[src/rtl/debug_pkg.sv]
// ============================================================================
//  Module   : debug_pkg
//  Purpose  : Shared state encodings, cmderr codes and regno map for the
//             hart-side debug run-control block.
//  Revision : 1.0  initial release
// ============================================================================
`default_nettype none

package debug_pkg;

    typedef logic [1:0] run_state_t;
    localparam run_state_t RUN_RUNNING     = 2'd0;
    localparam run_state_t RUN_HALT_WAIT   = 2'd1;
    localparam run_state_t RUN_HALTED      = 2'd2;
    localparam run_state_t RUN_RESUME_WAIT = 2'd3;

    typedef logic [1:0] cmd_state_t;
    localparam cmd_state_t CMD_IDLE  = 2'd0;
    localparam cmd_state_t CMD_ISSUE = 2'd1;
    localparam cmd_state_t CMD_WAIT  = 2'd2;
    localparam cmd_state_t CMD_DONE  = 2'd3;

    localparam logic [2:0] CMDERR_NONE       = 3'd0;
    localparam logic [2:0] CMDERR_NOTSUP     = 3'd2;
    localparam logic [2:0] CMDERR_EXCEPTION  = 3'd3;
    localparam logic [2:0] CMDERR_HALTRESUME = 3'd4;

    localparam logic [15:0] CSR_MAX  = 16'h0FFF;
    localparam logic [15:0] GPR_BASE = 16'h1000;
    localparam logic [15:0] GPR_MAX  = 16'h101F;

    function automatic logic regno_supported(input logic [15:0] regno);
        return regno <= GPR_MAX;
    endfunction

    function automatic logic regno_is_gpr(input logic [15:0] regno);
        return regno > CSR_MAX;
    endfunction

endpackage

`default_nettype wire

[src/rtl/debug_run_ctrl_if.sv]
// ============================================================================
//  Module   : debug_run_ctrl_if
//  Purpose  : Abstract-command handshake and core register-port bundle.
//             Signal suffixes are relative to the run-control block.
//  Revision : 1.0  initial release
// ============================================================================
`default_nettype none

interface debug_run_ctrl_if #(
    parameter int XLEN = 32
) ();
    logic            cmd_valid_i;
    logic            cmd_ready_o;
    logic            cmd_write_i;
    logic [15:0]     cmd_regno_i;
    logic [XLEN-1:0] cmd_wdata_i;
    logic            cmd_done_o;
    logic [2:0]      cmd_err_o;
    logic [XLEN-1:0] cmd_rdata_o;

    logic            reg_req_o;
    logic            reg_we_o;
    logic            reg_is_gpr_o;
    logic [11:0]     reg_addr_o;
    logic [XLEN-1:0] reg_wdata_o;
    logic            reg_ack_i;
    logic [XLEN-1:0] reg_rdata_i;

    modport slave (
        input  cmd_valid_i, cmd_write_i, cmd_regno_i, cmd_wdata_i, reg_ack_i, reg_rdata_i,
        output cmd_ready_o, cmd_done_o, cmd_err_o, cmd_rdata_o,
        output reg_req_o, reg_we_o, reg_is_gpr_o, reg_addr_o, reg_wdata_o
    );

    modport master (
        output cmd_valid_i, cmd_write_i, cmd_regno_i, cmd_wdata_i, reg_ack_i, reg_rdata_i,
        input  cmd_ready_o, cmd_done_o, cmd_err_o, cmd_rdata_o,
        input  reg_req_o, reg_we_o, reg_is_gpr_o, reg_addr_o, reg_wdata_o
    );
endinterface

`default_nettype wire

[src/rtl/debug_abs_cmd.sv]
// ============================================================================
//  Module   : debug_abs_cmd
//  Purpose  : Abstract register-access command sequencer with ack timeout
//             and read-data register.
//  Revision : 1.0  initial release
// ============================================================================
`default_nettype none

module debug_abs_cmd import debug_pkg::*; #(
    parameter int CMD_TIMEOUT = 64,
    parameter int XLEN        = 32
) (
    input  logic                 clk_i,
    input  logic                 rst_i,
    input  logic                 run_halted_i,
    input  logic                 hart_halted_i,
    output logic                 idle_o,
    output logic                 fin_o,
    debug_run_ctrl_if.slave      bus
);

    localparam int              CNT_W    = $clog2(CMD_TIMEOUT + 1);
    localparam logic [CNT_W-1:0] CNT_LAST = CNT_W'(CMD_TIMEOUT - 1);

    cmd_state_t       state_q, state_d;
    logic [CNT_W-1:0] cnt_q, cnt_d;
    logic [2:0]       err_q, err_d;
    logic             we_q, gpr_q;
    logic [11:0]      addr_q;
    logic [XLEN-1:0]  wdata_q, rdata_q;

    logic accept, req_active, read_ack;
    logic ready, done, req;

    assign accept     = bus.cmd_valid_i && (state_q == CMD_IDLE);
    assign req_active = (state_q == CMD_ISSUE) || (state_q == CMD_WAIT);
    assign read_ack   = req_active && hart_halted_i && bus.reg_ack_i && !we_q;

    always_ff @(posedge clk_i) begin
        if (rst_i) begin
            state_q <= CMD_IDLE;
            cnt_q   <= '0;
            err_q   <= CMDERR_NONE;
            we_q    <= 1'b0;
            gpr_q   <= 1'b0;
            addr_q  <= '0;
            wdata_q <= '0;
            rdata_q <= '0;
        end else begin
            state_q <= state_d;
            cnt_q   <= cnt_d;
            err_q   <= err_d;
            if (accept) begin
                we_q    <= bus.cmd_write_i;
                gpr_q   <= regno_is_gpr(bus.cmd_regno_i);
                addr_q  <= bus.cmd_regno_i[11:0];
                wdata_q <= bus.cmd_wdata_i;
            end
            if (read_ack) begin
                rdata_q <= bus.reg_rdata_i;
            end
        end
    end

    // Abort on hart leaving debug mode beats a same-cycle ack or timeout.
    always_comb begin
        state_d = state_q;
        cnt_d   = cnt_q;
        err_d   = err_q;
        case (state_q)
            CMD_IDLE: begin
                if (accept) begin
                    cnt_d = '0;
                    if (!run_halted_i) begin
                        state_d = CMD_DONE;
                        err_d   = CMDERR_HALTRESUME;
                    end else if (!regno_supported(bus.cmd_regno_i)) begin
                        state_d = CMD_DONE;
                        err_d   = CMDERR_NOTSUP;
                    end else begin
                        state_d = CMD_ISSUE;
                        err_d   = CMDERR_NONE;
                    end
                end
            end
            CMD_ISSUE, CMD_WAIT: begin
                if (!hart_halted_i) begin
                    state_d = CMD_DONE;
                    err_d   = CMDERR_HALTRESUME;
                end else if (bus.reg_ack_i) begin
                    state_d = CMD_DONE;
                    err_d   = CMDERR_NONE;
                end else if (cnt_q == CNT_LAST) begin
                    state_d = CMD_DONE;
                    err_d   = CMDERR_EXCEPTION;
                end else begin
                    state_d = CMD_WAIT;
                    cnt_d   = cnt_q + CNT_W'(1);
                end
            end
            default: state_d = CMD_IDLE;
        endcase
    end

    always_comb begin
        ready = (state_q == CMD_IDLE);
        done  = (state_q == CMD_DONE);
        req   = req_active;
    end

    assign idle_o           = ready;
    assign fin_o            = done;
    assign bus.cmd_ready_o  = ready;
    assign bus.cmd_done_o   = done;
    assign bus.cmd_err_o    = done ? err_q : CMDERR_NONE;
    assign bus.cmd_rdata_o  = rdata_q;
    assign bus.reg_req_o    = req;
    assign bus.reg_we_o     = we_q;
    assign bus.reg_is_gpr_o = gpr_q;
    assign bus.reg_addr_o   = addr_q;
    assign bus.reg_wdata_o  = wdata_q;

endmodule

`default_nettype wire

[src/rtl/debug_run_ctrl.sv]
// ============================================================================
//  Module   : debug_run_ctrl
//  Purpose  : Hart-side halt/resume control, dmstatus bits and abstract
//             command sequencing. Optional macro DEBUG_RESETHALT_EN adds
//             halt-on-reset via dm_resethaltreq_i.
//  Revision : 1.0  initial release
// ============================================================================
`default_nettype none

module debug_run_ctrl import debug_pkg::*; #(
    parameter int CMD_TIMEOUT = 64,
    parameter int XLEN        = 32
) (
    input  logic            clk_i,
    input  logic            rst_i,
    input  logic            dm_haltreq_i,
    input  logic            dm_resumereq_i,
    input  logic            dm_ackhavereset_i,
`ifdef DEBUG_RESETHALT_EN
    input  logic            dm_resethaltreq_i,
`endif
    input  logic            hart_halted_i,
    output logic            debug_strobe_o,
    output logic            resume_o,
    output logic            halted_o,
    output logic            running_o,
    output logic            resumeack_o,
    output logic            havereset_o,
    debug_run_ctrl_if.slave bus
);

    run_state_t state_q, state_d;
    logic       strobe_q, strobe_d;
    logic       resumeack_q, resumeack_d;
    logic       pend_q, pend_d;
    logic       havereset_q;
    logic       cmd_idle, cmd_fin;
    logic       halt_req, resume_go;

`ifdef DEBUG_RESETHALT_EN
    logic boot_q;
    always_ff @(posedge clk_i) begin
        boot_q <= rst_i;
    end
    assign halt_req = dm_haltreq_i || (boot_q && dm_resethaltreq_i);
`else
    assign halt_req = dm_haltreq_i;
`endif

    // A resume deferred by a busy command is taken on the command's done cycle.
    assign resume_go = !dm_haltreq_i && (dm_resumereq_i || pend_q) && (cmd_idle || cmd_fin);

    debug_abs_cmd #(
        .CMD_TIMEOUT (CMD_TIMEOUT),
        .XLEN        (XLEN)
    ) u_abs_cmd (
        .clk_i         (clk_i),
        .rst_i         (rst_i),
        .run_halted_i  (state_q == RUN_HALTED),
        .hart_halted_i (hart_halted_i),
        .idle_o        (cmd_idle),
        .fin_o         (cmd_fin),
        .bus           (bus)
    );

    always_ff @(posedge clk_i) begin
        if (rst_i) begin
            state_q     <= RUN_RUNNING;
            strobe_q    <= 1'b0;
            resumeack_q <= 1'b0;
            pend_q      <= 1'b0;
        end else begin
            state_q     <= state_d;
            strobe_q    <= strobe_d;
            resumeack_q <= resumeack_d;
            pend_q      <= pend_d;
        end
    end

    always_ff @(posedge clk_i) begin
        if (rst_i) begin
            havereset_q <= 1'b1;
        end else if (dm_ackhavereset_i) begin
            havereset_q <= 1'b0;
        end
    end

    always_comb begin
        state_d     = state_q;
        strobe_d    = 1'b0;
        resumeack_d = resumeack_q;
        pend_d      = 1'b0;
        case (state_q)
            RUN_RUNNING: begin
                if (hart_halted_i) begin
                    state_d = RUN_HALTED;
                end else if (halt_req) begin
                    state_d  = RUN_HALT_WAIT;
                    strobe_d = 1'b1;
                end
            end
            RUN_HALT_WAIT: begin
                if (hart_halted_i) begin
                    state_d = RUN_HALTED;
                end
            end
            RUN_HALTED: begin
                pend_d = pend_q && !dm_haltreq_i;
                if (resume_go) begin
                    state_d     = RUN_RESUME_WAIT;
                    resumeack_d = 1'b0;
                    pend_d      = 1'b0;
                end else if (dm_resumereq_i && !dm_haltreq_i) begin
                    pend_d = 1'b1;
                end
            end
            default: begin
                if (!hart_halted_i) begin
                    state_d     = RUN_RUNNING;
                    resumeack_d = 1'b1;
                end
            end
        endcase
    end

    always_comb begin
        resume_o  = (state_q == RUN_RESUME_WAIT);
        halted_o  = (state_q == RUN_HALTED);
        running_o = (state_q == RUN_RUNNING) || (state_q == RUN_HALT_WAIT);
    end

    assign debug_strobe_o = strobe_q;
    assign resumeack_o    = resumeack_q;
    assign havereset_o    = havereset_q;

endmodule

`default_nettype wire

[src/flat_wrapper.sv]
// flat-port wrapper written by rule: the top's interface ports become plain ports
module debug_run_ctrl_flat import debug_pkg::*;
#(
    parameter int CMD_TIMEOUT = 64,
    parameter int XLEN        = 32
)
  (clk_i, rst_i, dm_haltreq_i, dm_resumereq_i, dm_ackhavereset_i, hart_halted_i, debug_strobe_o, resume_o, halted_o, running_o, resumeack_o, havereset_o, bus_cmd_valid_i, bus_cmd_write_i, bus_cmd_regno_i, bus_cmd_wdata_i, bus_reg_ack_i, bus_reg_rdata_i, bus_cmd_ready_o, bus_cmd_done_o, bus_cmd_err_o, bus_cmd_rdata_o, bus_reg_req_o, bus_reg_we_o, bus_reg_is_gpr_o, bus_reg_addr_o, bus_reg_wdata_o);
  debug_run_ctrl_if #(.XLEN(XLEN)) bus_i ();
  input  logic clk_i;
  input  logic rst_i;
  input  logic dm_haltreq_i;
  input  logic dm_resumereq_i;
  input  logic dm_ackhavereset_i;
  input  logic hart_halted_i;
  output logic debug_strobe_o;
  output logic resume_o;
  output logic halted_o;
  output logic running_o;
  output logic resumeack_o;
  output logic havereset_o;
  input wire logic [$bits(bus_i.cmd_valid_i)-1:0] bus_cmd_valid_i;
  input wire logic [$bits(bus_i.cmd_write_i)-1:0] bus_cmd_write_i;
  input wire logic [$bits(bus_i.cmd_regno_i)-1:0] bus_cmd_regno_i;
  input wire logic [$bits(bus_i.cmd_wdata_i)-1:0] bus_cmd_wdata_i;
  input wire logic [$bits(bus_i.reg_ack_i)-1:0] bus_reg_ack_i;
  input wire logic [$bits(bus_i.reg_rdata_i)-1:0] bus_reg_rdata_i;
  output wire logic [$bits(bus_i.cmd_ready_o)-1:0] bus_cmd_ready_o;
  output wire logic [$bits(bus_i.cmd_done_o)-1:0] bus_cmd_done_o;
  output wire logic [$bits(bus_i.cmd_err_o)-1:0] bus_cmd_err_o;
  output wire logic [$bits(bus_i.cmd_rdata_o)-1:0] bus_cmd_rdata_o;
  output wire logic [$bits(bus_i.reg_req_o)-1:0] bus_reg_req_o;
  output wire logic [$bits(bus_i.reg_we_o)-1:0] bus_reg_we_o;
  output wire logic [$bits(bus_i.reg_is_gpr_o)-1:0] bus_reg_is_gpr_o;
  output wire logic [$bits(bus_i.reg_addr_o)-1:0] bus_reg_addr_o;
  output wire logic [$bits(bus_i.reg_wdata_o)-1:0] bus_reg_wdata_o;
  assign bus_i.cmd_valid_i = bus_cmd_valid_i;
  assign bus_i.cmd_write_i = bus_cmd_write_i;
  assign bus_i.cmd_regno_i = bus_cmd_regno_i;
  assign bus_i.cmd_wdata_i = bus_cmd_wdata_i;
  assign bus_i.reg_ack_i = bus_reg_ack_i;
  assign bus_i.reg_rdata_i = bus_reg_rdata_i;
  assign bus_cmd_ready_o = bus_i.cmd_ready_o;
  assign bus_cmd_done_o = bus_i.cmd_done_o;
  assign bus_cmd_err_o = bus_i.cmd_err_o;
  assign bus_cmd_rdata_o = bus_i.cmd_rdata_o;
  assign bus_reg_req_o = bus_i.reg_req_o;
  assign bus_reg_we_o = bus_i.reg_we_o;
  assign bus_reg_is_gpr_o = bus_i.reg_is_gpr_o;
  assign bus_reg_addr_o = bus_i.reg_addr_o;
  assign bus_reg_wdata_o = bus_i.reg_wdata_o;
  debug_run_ctrl #(.CMD_TIMEOUT(CMD_TIMEOUT), .XLEN(XLEN)) u_core (.clk_i(clk_i), .rst_i(rst_i), .dm_haltreq_i(dm_haltreq_i), .dm_resumereq_i(dm_resumereq_i), .dm_ackhavereset_i(dm_ackhavereset_i), .hart_halted_i(hart_halted_i), .debug_strobe_o(debug_strobe_o), .resume_o(resume_o), .halted_o(halted_o), .running_o(running_o), .resumeack_o(resumeack_o), .havereset_o(havereset_o), .bus(bus_i));
endmodule
[config.mk]
export PLATFORM = sky130hd
export DESIGN_NAME = debug_run_ctrl_flat
export DESIGN_NICKNAME = d
export VERILOG_FILES = /design/src/rtl/debug_pkg.sv /design/src/rtl/debug_run_ctrl_if.sv /design/src/rtl/debug_abs_cmd.sv /design/src/rtl/debug_run_ctrl.sv /design/src/flat_wrapper.sv
export SDC_FILE = /design/constraint.sdc
export NUM_CORES = 1
export LEC_CHECK = 0
export ABC_CLOCK_PERIOD_IN_PS = 2300
export CORE_MARGIN = 1
export CORE_UTILIZATION = 42
export CTS_BUF_LIST = sky130_fd_sc_hd__clkbuf_8
export DETAILED_ROUTE_END_ITERATION = 7
export GPL_ROUTABILITY_DRIVEN = 1
export PLACE_DENSITY = 0.82
export SLEW_MARGIN = 20
export SYNTH_ARGS = -nofsm -noshare
export SYNTH_HDL_FRONTEND = slang
export SYNTH_SLANG_ARGS = --single-unit
export TNS_END_PERCENT = 10
[constraint.sdc]
create_clock -name clk_i -period 2.3 [get_ports clk_i]
set_input_delay 0.575 -clock clk_i [delete_from_list [all_inputs] [get_ports clk_i]]
set_output_delay 0.575 -clock clk_i [all_outputs]
set_load 0.005 [all_outputs]
## Yosys cells after proc, flatten, opt, wreduce, memory -nomap -nowiden

Index checks and enable logic that the tools add are counted.
W data, S select, Z words.

- Bits in registers: 96
- Input port bits: 89
- Output and inout port bits: 90

- Equal/unequal tests: 17
- $lt $le $gt $ge: 2
- Add/sub/neg operators: 1
- Multiplexer cells: 31
- Bitwise gates (word level): 3
- Reduce and logical (&&, ||, !) cells: 25

Operator list:

| kind | count |
|---|---|
| $mux W7 | 4 |
| $mux W2 | 9 |
| $mux W3 | 6 |
| $gt A16 B12 Y1 const B | 1 |
| $le A16 B13 Y1 const B | 1 |
| $pmux W7 S2 | 1 |
| $ne A2 B2 Y1 const B | 5 |
| $eq A2 B2 Y1 const B | 4 |
| $logic_and A1 B1 Y1 | 8 |
| $add A7 B1 Y7 const B | 1 |
| $eq A7 B6 Y1 const B | 1 |
| $mux W1 | 7 |
| $pmux W2 S3 | 1 |
| $pmux W3 S2 | 1 |
| $reduce_and A3 Y1 | 2 |
| $reduce_or A3 Y1 | 2 |
| $reduce_and A5 Y1 | 1 |
| $eq A2 B1 Y1 const B | 2 |
| $logic_not A2 Y1 | 2 |
| $logic_or A1 B1 Y1 | 4 |
| $ne A2 B1 Y1 const B | 2 |
| $ne A4 B1 Y1 const B | 1 |
| $ne A4 B4 Y1 const B | 1 |
| $pmux W2 S2 | 1 |
| other kinds (7) | 11 |

## Depth between registers and ports, before layout

Gate-level depths: netlist of run 1.

- Depth after elaboration: 5
- Mapped depth: 8

## By module

From an unflattened synthesis of run 1, not the netlist that was laid out.

- Cell total of the unflattened synthesis: 456
- Area total of the unflattened synthesis: 3,718.6 µm²

By module, submodules not included:

| module | cells each | times used | area an instance (µm²) |
|---|---|---|---|
| debug_abs_cmd | 418 | 1 | 3,353.2 |
| debug_run_ctrl | 38 | 1 | 365.4 |

## Worst setup path after synthesis of run 1

Ideal clock, no wire load.

- Path type: register to register
- From: register u_core.u_abs_cmd.state_q[0]
- To: register u_core.state_q[1]
- Library setup time: 101 ps
- Arrival: 1,668 ps
- Stages on the path, launching flop included: 7
- Setup slack: 531 ps
- Buffers on the path: 1
- Data required time: 2,199 ps
- Path through: dfxtp_1 > inv_1 > ha_1 > buf_2 > o31ai_2 > nand3_1 > o41ai_1

- Longest elaborated chain between the ends: 5
- Elaborated cells on any way between the ends: 6
- Classes of those cells: 2 x eq/ne; 4 x reduce/logical

Ends and longest elaborated chain:

| what | RTL line | text |
|---|---|---|
| from (decl) | debug_abs_cmd.sv:25 | `cmd_state_t state_q, state_d;` |
| from (signal assigned) | debug_abs_cmd.sv:50 | `state_q <= state_d;` |
| $eq A2 B2 Y1 or $logic_not A2 Y1 (tied branches) | debug_abs_cmd.sv:107, debug_abs_cmd.sv:106 |  |
| $logic_or A1 B1 Y1 * | debug_run_ctrl.sv:51 | `assign resume_go = !dm_haltreq_i && (dm_resumereq_i \|\| pend_q) && (cmd_idle \|\| cmd_fin);` |
| $logic_and A1 B1 Y1 * | debug_run_ctrl.sv:51 |  |
| $ne A2 B1 Y1 (no source line) * | n/a |  |
| $reduce_and A4 Y1 (no source line) * | n/a |  |
| to (signal assigned) | debug_run_ctrl.sv:73 | `state_q <= state_d;` |
| to (decl) | debug_run_ctrl.sv:32 | `run_state_t state_q, state_d;` |

Mark *: on every way between the ends. The rest lies on a longest branch, timed or not.
A chain may end at the register's enable or synchronous reset.

## Final worst setup path of run 1

- From: register u_core.u_abs_cmd.state_q[1]
- To: output bus_reg_req_o

- Longest elaborated chain between the ends: 2
- Elaborated cells on any way between the ends: 3
- Classes of those cells: 2 x eq/ne; 1 x reduce/logical

Ends and longest elaborated chain:

| what | RTL line | text |
|---|---|---|
| $eq A2 B1 Y1 or $eq A2 B2 Y1 (tied branches) | debug_abs_cmd.sv:36 | `assign req_active = (state_q == CMD_ISSUE) \|\| (state_q == CMD_WAIT);` |
| $logic_or A1 B1 Y1 * | debug_abs_cmd.sv:36 |  |
| to (decl) | flat_wrapper.sv:31 | `output wire logic [$bits(bus_i.reg_req_o)-1:0] bus_reg_req_o;` |

Marks and branches as above.

==> metrics.txt, run 1 <==
clk buf depth 2; RR Startpoint u_core.u_abs_cmd.state_q[1]; Post-synth top cells nand2_1 (166), dfxtp_1 (96), a21oi_1 (89), clkbuf_1 (16); Switch Pwr 1.731 mW; post-synthesis compound-gate area fraction 17.97%; HPWL Detailed ~7.5 mm; Max Freq about 0.44 GHz; sequential fraction of the synthesis area 51.51%; HP Class reg -> reg; Initial Utilization roughly 43%; first-pass GRT wire length 16.20 mm; Arr. time, crit path between 1500 and 2000 ps; share of post-route cells with drive strength above 1 5.901%; critical path class reg -> out; cell area after synthesis ~3700 µm²; die height 96.25 µm; TritonCTS Buffers 9; CP max FO 13; Clock Pin Slew Worst Setup and Hold Paths around 90 ps; clk_skew 9.376 ps; peak supply drop 0.4337 mV; YS warnings 0; clock latency on the worst-skew pair 350 ps; Clock H-tree levels 3; Worst Tran Pin Value 577.5 ps; FF-to-FF End u_core.u_abs_cmd.cnt_q[5]; P_int 3.479 mW; Sw Share around a third; Reg2Reg Setup Slack about 450 ps; top-area cell type share of the netlist area 51.51%; Ports approximately 180; Global Route Usage Sum 22.50%; CP endpoint kind output pin; Synth async-reset ratio 0%; Cells after Synth 468; setup violators final 0; antenna cells 0; total grt overflow 0; Avg Cell Area, Syn about 8 µm²; Via Count about 3800; status complete, no violations; Residual DRC 0; vias in the first global route 3549; fill count ~730; CTS tree done; Max-slew headroom between 60 and 70%; number of antenna-violating nets in the routed design 0; FF+latch count, synth 96; R2R depth 6; fin area between 5000 and 6000 µm²; Max Slew Vio Count 0; die width 96.25 µm; GPL Wtd Cong approximately 0.95; Clk network pwr share 20.4%; die area about 9300 µm²; Synth Area in Simple Gates 23.94%; Buffers on Ports 178; clock sinks 96; xor/xnor share of the synthesized area 0%; via/cell ratio 5.036; hold depth 2; Worst setup SP type register; pwr/cell area 889.3 nW/µm²; Leak Pwr 2.078 nW; DRT iter0 DRCs between 100 and 150; Synth area leaders dfxtp_1 (52%), nand2_1 (17%), a21oi_1 (12%); Tcrit/Tclk final between 90% and 100%; number of flops mapped to enable cells by yosys 0; Synth area leader dfxtp_1; setup TNS 0 ps; Yosys cell types 44; Mapped Nets around 560; minimum clock period ~2300 ps; Comb power frac about 40%; largest family of logic cells by synthesized area simple AND/OR/NAND/NOR gates; Hold Startpoint u_core.u_abs_cmd.bus.reg_wdata_o[20]; Area Overhead vs Synth 57.01%; total of max-cap violations 0; Detailed Route WL 10.59 mm; core box area 8678 µm²; drt first pass iters 4; nets roughly 740; WL/cell approximately 14 µm; largest net degree at the start of global routing 46; count leader, synth nand2_1; RSZ-0062 raised after global routing true; initial antenna violation count 0; mux contribution to synthesized area 0.5366%; Final Hold Fails 0; area share of fa/ha/maj cells after synthesis 2.347%; Top FF cell, synth dfxtp_1; FP Rows 34; Clk Tree Root Cell clkbuf_8; Area after DPL between 5000 and 6000 µm²; sink of the worst hold path u_core.u_abs_cmd.bus.reg_wdata_o[20]; Critical Path RT 1730 ps; Reg power frac around two fifths
## layout make-up
| class | count | area (µm²) | area share (%) |
|---|---|---|---|
| multi-input cells | 337 | 1705 | 29.11 |
| flip-flops and latches | 96 | 1924 | 32.85 |
| clock inverters | 6 | 62.56 | 1.068 |
| well taps | 108 | 135.1 | 2.307 |
| inverters | 8 | 30.03 | 0.5126 |
| repair buffers | 188 | 1877 | 32.04 |
| clock buffers | 9 | 123.9 | 2.114 |
## layer usage
layer  part of all wire [%]  track usage [%]  routed length, µm
met5                      0                0                  0
met4                    1.6            9.577                168
met3                    6.8            5.766                720
met2                     51            38.65               5351
met1                     41            26.38               4344
## layout by cell type, fill, tap and decap left out, drive strengths merged, types with 2 or more instances in the layout
cell type / synthesis / layout
and3b: 2 / 2
o311ai: 2 / 2
nor4: 3 / 3
nand4: 4 / 4
mux2i: 2 / 2
clkdlybuf4s50: 0 / 177
a21oi: 89 / 89
a211oi: 2 / 2
o211ai: 2 / 2
clkbuf: 16 / 9
nand2: 166 / 166
nand3: 3 / 3
clkinvlp: 0 / 2
o31ai: 4 / 4
buf: 11 / 11
or4: 2 / 2
nor2: 8 / 8
clkinv: 0 / 2
a31oi: 3 / 3
nand2b: 5 / 5
nor2b: 2 / 2
o21ai: 5 / 5
dfxtp: 96 / 96
nor3: 5 / 5
ha: 7 / 7
and2: 4 / 4
inv: 8 / 9
and2b: 2 / 2
## cell families after synthesis
logic type | Yosys count
AND/OR/NAND/NOR | 210
AO/OA/AOI/OAI | 118
flip-flops | 96
buffers and inverters | 35
adder cells (fa/ha/maj) | 7
multiplexers | 2
## power by group through the flow
stage | sequential [mW] | combinational, mW | clock [mW]
after floorplan | 2.12 | 0.980 | 0
after global placement | 2.10 | 1.92 | 0
after detailed placement | 2.11 | 1.98 | 0
after CTS | 2.08 | 2.04 | 1.09
after global routing | 2.11 | 2.29 | 1.15
final | 2.08 | 2.07 | 1.06
## repair_timing
| action | 4_1_cts | 5_1_grt |
|---|---|---|
| pin swaps | 1 | 0 |
| hold buffers | 0 | 0 |
| setup buffers | 0 | 0 |
| gates resized for setup | 5 | 4 |
| gates cloned | 0 | 0 |
| endpoints found under the setup margin | 2 | 5 |
## metrics by stage
step	util, %	worst slack, ps	hold WS (ps)	cells	total power, mW
after floorplan	-	531.4	407.0	468	3.096
after global placement	65.01	154.0	420.7	737	4.022
after detailed placement	65.01	137.3	438.1	737	4.092
after CTS	67.36	10.63	450.4	752	5.215
after global routing	67.50	-44.05	472.7	752	5.549
final	67.50	37.19	454.4	752	5.209
## worst max path at each step
| stage | start | endpoint | cells past startpoint |
|---|---|---|---|
| global placement | bus_reg_ack_i | u_core.u_abs_cmd.cnt_q[5] | 5 |
| detailed placement | bus_reg_ack_i | u_core.u_abs_cmd.cnt_q[0] | 5 |
| finish | u_core.u_abs_cmd.state_q[1] | bus_reg_req_o | 3 |
| global route | u_core.state_q[1] | running_o | 5 |
| floorplan | u_core.u_abs_cmd.state_q[0] | u_core.state_q[1] | 6 |
| CTS | u_core.state_q[0] | running_o | 5 |
## sequential cells by signal, indices dropped and copies added, names as in the netlist
register	flops
u_core.u_abs_cmd.state_q	2
u_core.u_abs_cmd.err_q	3
u_core.u_abs_cmd.bus.cmd_rdata_o	32
u_core.u_abs_cmd.bus.reg_addr_o	12
u_core.pend_q	1
u_core.resumeack_o	1
u_core.u_abs_cmd.bus.reg_is_gpr_o	1
u_core.u_abs_cmd.cnt_q	7
u_core.state_q	2
u_core.havereset_o	1
u_core.u_abs_cmd.bus.reg_wdata_o	32
u_core.debug_strobe_o	1
u_core.u_abs_cmd.bus.reg_we_o	1
## worst max-delay path, cell delays in order (launching register included)
cell and delay, ps:
dfxtp_1 370, inv_1 90, ha_4 360, clkdlybuf4s50_1 520
Note: power is estimated with default switching activity, not from simulation.
==> run 2: changes to the inputs <==
--- a/config.mk
+++ b/config.mk
@@ -5,13 +5,13 @@
 export SDC_FILE = /design/constraint.sdc
 export NUM_CORES = 1
 export LEC_CHECK = 0
-export ABC_CLOCK_PERIOD_IN_PS = 2300
+export ABC_CLOCK_PERIOD_IN_PS = 2910
 export CORE_MARGIN = 1
-export CORE_UTILIZATION = 42
+export CORE_UTILIZATION = 45
 export CTS_BUF_LIST = sky130_fd_sc_hd__clkbuf_8
 export DETAILED_ROUTE_END_ITERATION = 7
 export GPL_ROUTABILITY_DRIVEN = 1
-export PLACE_DENSITY = 0.82
+export PLACE_DENSITY = 0.87
 export SLEW_MARGIN = 20
 export SYNTH_ARGS = -nofsm -noshare
 export SYNTH_HDL_FRONTEND = slang
==> constraint.sdc (replaced) <==
create_clock -name clk_i -period 2.91 [get_ports clk_i]
set_input_delay 0.7275 -clock clk_i [delete_from_list [all_inputs] [get_ports clk_i]]
set_output_delay 0.7275 -clock clk_i [all_outputs]
set_load 0.005 [all_outputs]
==> run 2 against run 1 <==
Effect of this change:
- power down 24%
- largest cell class unchanged
- clock skew increased by 4.7 ps
- critical path type unchanged
- non-clock buffer count decreased by 5
- via count shrank 0.90%
- final cell count shrank 1.3%
- highest routed layer unchanged
==> metrics.txt, run 2 (synthesized netlist as in run 1, its figures left out) <==
Clk Tree Root Cell clkbuf_8; Clock H-tree levels 3; Area after DPL approximately 5600 µm²; setup TNS 0 ps; fin area 5772 µm²; minimum clock period 2617 ps; hold depth 2; Post-CTS Setup Bufs 0; share of post-route cells with drive strength above 1 4.375%; die width 93.06 µm; vias in the first global route around 3600; slowest CP cell clkdlybuf4s50_1; WL/cell 13.62 µm; critical path class reg -> out; CTS tree done; Buffers on Ports 178; CP endpoint kind output pin; most frequent cells in the layout clkdlybuf4s50_1 (177), nand2_1 (166), dfxtp_1 (96); number of antenna-violating nets in the routed design 0; via/cell ratio 5.058; Worst Tran Pin Value 838.6 ps; fill count 609; Area Overhead vs Synth 54.69%; total of max-cap violations 0; clk buf depth 2; die area 8659 µm²; most common cell after layout, fill and taps aside clkdlybuf4s50_1; drt first pass iters 4; clock latency on the worst-skew pair 360 ps; R2R depth 7; Worst setup SP type register; busiest layer in global routing met2; crit path cell chain inv_1, ha_1, clkdlybuf4s50_1; Max-slew headroom approximately 44%; DRT iter0 DRCs 157; routing usage on met3 between 10% and 20%; first-pass GRT wire length about 17 mm; Initial Utilization 47.30%; Residual DRC 0; RSZ-0062 raised after global routing false; initial antenna violation count 0; antenna cells 0; FP Rows 32; Global Route Usage Sum around 24%; pwr/cell area approximately 690 nW/µm²; clock sinks 96; status complete, no violations; Final Hold Fails 0; PostCTS Resize Cnt 0; die height 93.06 µm; CTS Hold Bufs 0; Clock Pin Slew Worst Setup and Hold Paths 90 ps; WP buf/inv 2; Detailed Route WL 10.10 mm; Tcrit/Tclk final about nine tenths; HPWL Detailed 7.380 mm; Arr. time, crit path 1890 ps; setup violators final 0; Worst path max stage delay 580 ps; peak supply drop 0.3885 mV; total grt overflow 0; Levels on crit path 3; Max Slew Vio Count 0; GRT met1 Usage 26.86%; TritonCTS Buffers 9; core box area 7888 µm²; Max Freq 0.3821 GHz; Critical Path RT 2180 ps; Via Count between 3000 and 4000; clk_skew 14.12 ps; nets approximately 730; largest net degree at the start of global routing 52; CP max FO 13; Ports 179; CP delay by family, top buffers and inverters; GPL Wtd Cong 0.8496; met2 Use GR 42.03%; Leak Pwr between 2 and 2.5 nW; HP Class reg -> reg
==> run 2: stage by stage <==
stage | util, % | hold slack, ps | std cells | total power, mW | setup slack, ps
after global routing | 73.18 | 481.9 | 742 | 4.243 | 169.4
after CTS | 73.18 | 444.9 | 742 | 4.010 | 283.4
after detailed placement | 70.80 | 432.4 | 726 | 3.178 | 468.3
final | 73.18 | 449.8 | 742 | 3.970 | 292.6
after floorplan | - | 407.0 | 468 | 2.447 | 1141
after global placement | 70.80 | 418.7 | 726 | 3.122 | 547.2
==> run 2: worst reg2reg max path, delay by kind of cell, from the launching register on <==
family	cells	cell delay [ps]
adders and majority gates	1	530
and+or+nand+nor	3	520
buffers and inverters	2	390
DFF	1	370
AOI/OAI and AO/OA	1	150
==> run 2: power breakdown <==
group          switching (mW)  total [mW]  internal, mW
registers               0.118        1.64          1.52
logic                   0.759        1.51         0.752
clock network           0.473       0.818         0.345
==> run 2: worst paths after layout <==
kind / start / endpoint / slack (ps)
max: u_core.u_abs_cmd.state_q[0] / bus_reg_req_o / 290
min: u_core.u_abs_cmd.cnt_q[6] / u_core.u_abs_cmd.cnt_q[6] / 450
max reg2reg: u_core.u_abs_cmd.state_q[0] / u_core.u_abs_cmd.bus.cmd_rdata_o[19] / 860
min reg2reg: u_core.u_abs_cmd.cnt_q[6] / u_core.u_abs_cmd.cnt_q[6] / 450
==> run 2: area by class of cell <==
type                    instances  area, µm²  area share [%]
repair buffers                183       1827           31.65
clock inverters                 6      50.05          0.8671
inverters                       8      30.03          0.5203
flip-flops and latches         96       1922           33.30
well taps                     102      127.6           2.211
multi-input cells             337       1678           29.07
clock buffers                  10      137.6           2.385
==> run 2: metal layers <==
layer / wire length [µm] / share of wire [%] / up-vias
met5: 0 / 0 / -
met4: 114 / 1.1 / 0
met3: 915 / 9.1 / 12
met2: 5134 / 51 / 132
met1: 3937 / 39 / 1711
li1: - / - / 1898
==> run 3: changes to the inputs <==
--- a/config.mk
+++ b/config.mk
@@ -5,13 +5,13 @@
 export SDC_FILE = /design/constraint.sdc
 export NUM_CORES = 1
 export LEC_CHECK = 0
-export ABC_CLOCK_PERIOD_IN_PS = 2910
+export ABC_CLOCK_PERIOD_IN_PS = 2250
 export CORE_MARGIN = 1
-export CORE_UTILIZATION = 45
+export CORE_UTILIZATION = 35
 export CTS_BUF_LIST = sky130_fd_sc_hd__clkbuf_8
 export DETAILED_ROUTE_END_ITERATION = 7
 export GPL_ROUTABILITY_DRIVEN = 1
-export PLACE_DENSITY = 0.87
+export PLACE_DENSITY = 0.73
 export SLEW_MARGIN = 20
 export SYNTH_ARGS = -nofsm -noshare
 export SYNTH_HDL_FRONTEND = slang
==> constraint.sdc (replaced) <==
create_clock -name clk_i -period 2.25 [get_ports clk_i]
set_input_delay 0.5625 -clock clk_i [delete_from_list [all_inputs] [get_ports clk_i]]
set_output_delay 0.5625 -clock clk_i [all_outputs]
set_load 0.005 [all_outputs]
==> run 3 against run 2 <==
Effect of this change:
- clock power rose by 38%
- global-route usage decreased by 5.1 points
- non-clock buffer count grew 6
- critical path type unchanged
- flip-flop and latch count did not move
- largest power group is now combinational cells
- critical endpoint unchanged
- critical path depth unchanged
==> metrics.txt, run 3 (synthesized netlist as in run 1, its figures left out) <==
Area Overhead vs Synth 59.79%; drt first pass iters 4; clock sinks 96; FF+latch area about 1900 µm²; total of max-cap violations 0; status complete, no violations; peak supply drop approximately 0.43 mV; Clk Tree Root Cell clkbuf_8; routing usage on met3 around 6.9%; fin util 57.75%; Buffers on Ports between 150 and 200; pre-CTS worst setup slack 108.8 ps; met2 Use GR 33.36%; clk buf depth 2; Critical Path RT 1690 ps; WL/cell between 10 and 15 µm; Clock Pin Slew Worst Setup and Hold Paths 90 ps; die area roughly 11000 µm²; most common cell after layout, fill and taps aside clkdlybuf4s50_1; nets 737; multi-input logic area 1738 µm²; dpl cells 765; share of post-route cells with drive strength above 1 6.656%; CTS tree done; HPWL Detailed 7.626 mm; worst hold margin 428.9 ps; Worst path max stage delay 500 ps; minimum clock period 2201 ps; fill count 908; Max Freq 0.4543 GHz; slowest CP cell clkdlybuf4s50_1; HP Class reg -> reg; Via Count 3819; Leak Pwr 2.100 nW; Arr. time, crit path 1640 ps; GRT met1 Usage 21.36%; CP endpoint kind output pin; largest net degree at the start of global routing 56; min setup slack post-route around 50 ps; busiest layer in global routing met2; Ports 179; critical path class reg -> out; pwr/cell area roughly 920 nW/µm²; Detailed Route WL 10.59 mm; Max Slew Vio Count 0; antenna cells 0; Clock H-tree levels 3; Initial Utilization 36.14%; Residual DRC 0; vias in the first global route 3783; clk_skew between 15 and 20 ps; die width 105.3 µm; FP Rows 37; setup violators final 0; Worst setup SP type register; via/cell ratio 4.884; CTS Hold Bufs 0; filler-free cell count of the finished design between 700 and 800; number of antenna-violating nets in the routed design 0; crit path cell chain inv_1, ha_4, clkdlybuf4s50_1; Final Hold Fails 0; CP max FO 3; DRT iter0 DRCs 172; most frequent cells in the layout clkdlybuf4s50_1 (177), nand2_1 (166), dfxtp_1 (93); clock latency on the worst-skew pair 360 ps; TritonCTS Buffers 9; GPL Wtd Cong around 0.91; Max-slew headroom 62.50%; total grt overflow 0; Global Route Usage Sum roughly a fifth; core box area 10320 µm²; Tcrit/Tclk final roughly 100%; Worst Tran Pin Value between 500 and 600 ps; first-pass GRT wire length 17.16 mm; initial antenna violation count 0; RSZ-0062 raised after global routing true; die height 105.3 µm
==> run 3: cell types whose count changed in the layout (fill, tap and decap cells not counted), moves of 2 or more <==
cell     before  now
ha_1          7    2
buf_4         4    8
ha_4          0    4
dfxtp_1      96   93
inv_6         3    0
buf_12        1    3
dfxtp_2       0    2
inv_2         0    2
==> run 3: final cells by class <==
cell class,count,area share (%)
clock buffer,10,2.308
multi-input combinational,337,29.15
sequential,96,32.34
inverter,8,0.5037
clock inverter,6,1.028
timing repair buffer,189,31.82
tap,136,2.854
==> run 3: stage by stage <==
stage                     cell area (µm²)  TNS (ps)  power (mW)
after detailed placement             5689         0       4.232
after global routing                 5962    -23.98       5.838
after floorplan                      3731         0       3.165
after CTS                            5908    -44.58       5.437
final                                5962         0       5.468
after global placement               5689         0       4.150
==> run 3: final timing paths <==
path / from / end / slack [ps] / depth (start not counted)
hold / removal: u_core.u_abs_cmd.cnt_q[6] / u_core.u_abs_cmd.cnt_q[6] / 430 / 2
hold reg to reg: u_core.u_abs_cmd.cnt_q[6] / u_core.u_abs_cmd.cnt_q[6] / 430 / 2
setup reg to reg: u_core.u_abs_cmd.state_q[0] / u_core.u_abs_cmd.cnt_q[0] / 300 / 7
setup / recovery: u_core.u_abs_cmd.state_q[0] / bus_reg_req_o / 50 / 3
==> run 3: layer usage <==
layer	routed length [µm]	up-vias
li1	-	1913
met1	4351	1753
met2	5224	134
met3	814	19
met4	195	0
met5	0	-
==> run 3: power by group <==
part           switching, mW  internal, mW  total, mW  leakage, nW
Clock                  0.591         0.539       1.13        0.101
Sequential             0.170          1.98       2.15        0.784
Combinational           1.05          1.14       2.19         1.21
Total                   1.81          3.65       5.47         2.10
==> run 3: timing repair <==
| action | CTS | global route |
|---|---|---|
| resized for setup | 6 | 11 |
| setup endpoints to repair | 5 | 5 |
| pin swaps | 0 | 1 |
| buffers inserted | 0 | 1 |
==> run 3: worst max-delay path, delay by kind of cell (launching register included) <==
kind / cells / cell delay [ps]
adders and majority gates: 1 / 280
buffers and inverters: 2 / 600
DFF: 1 / 410
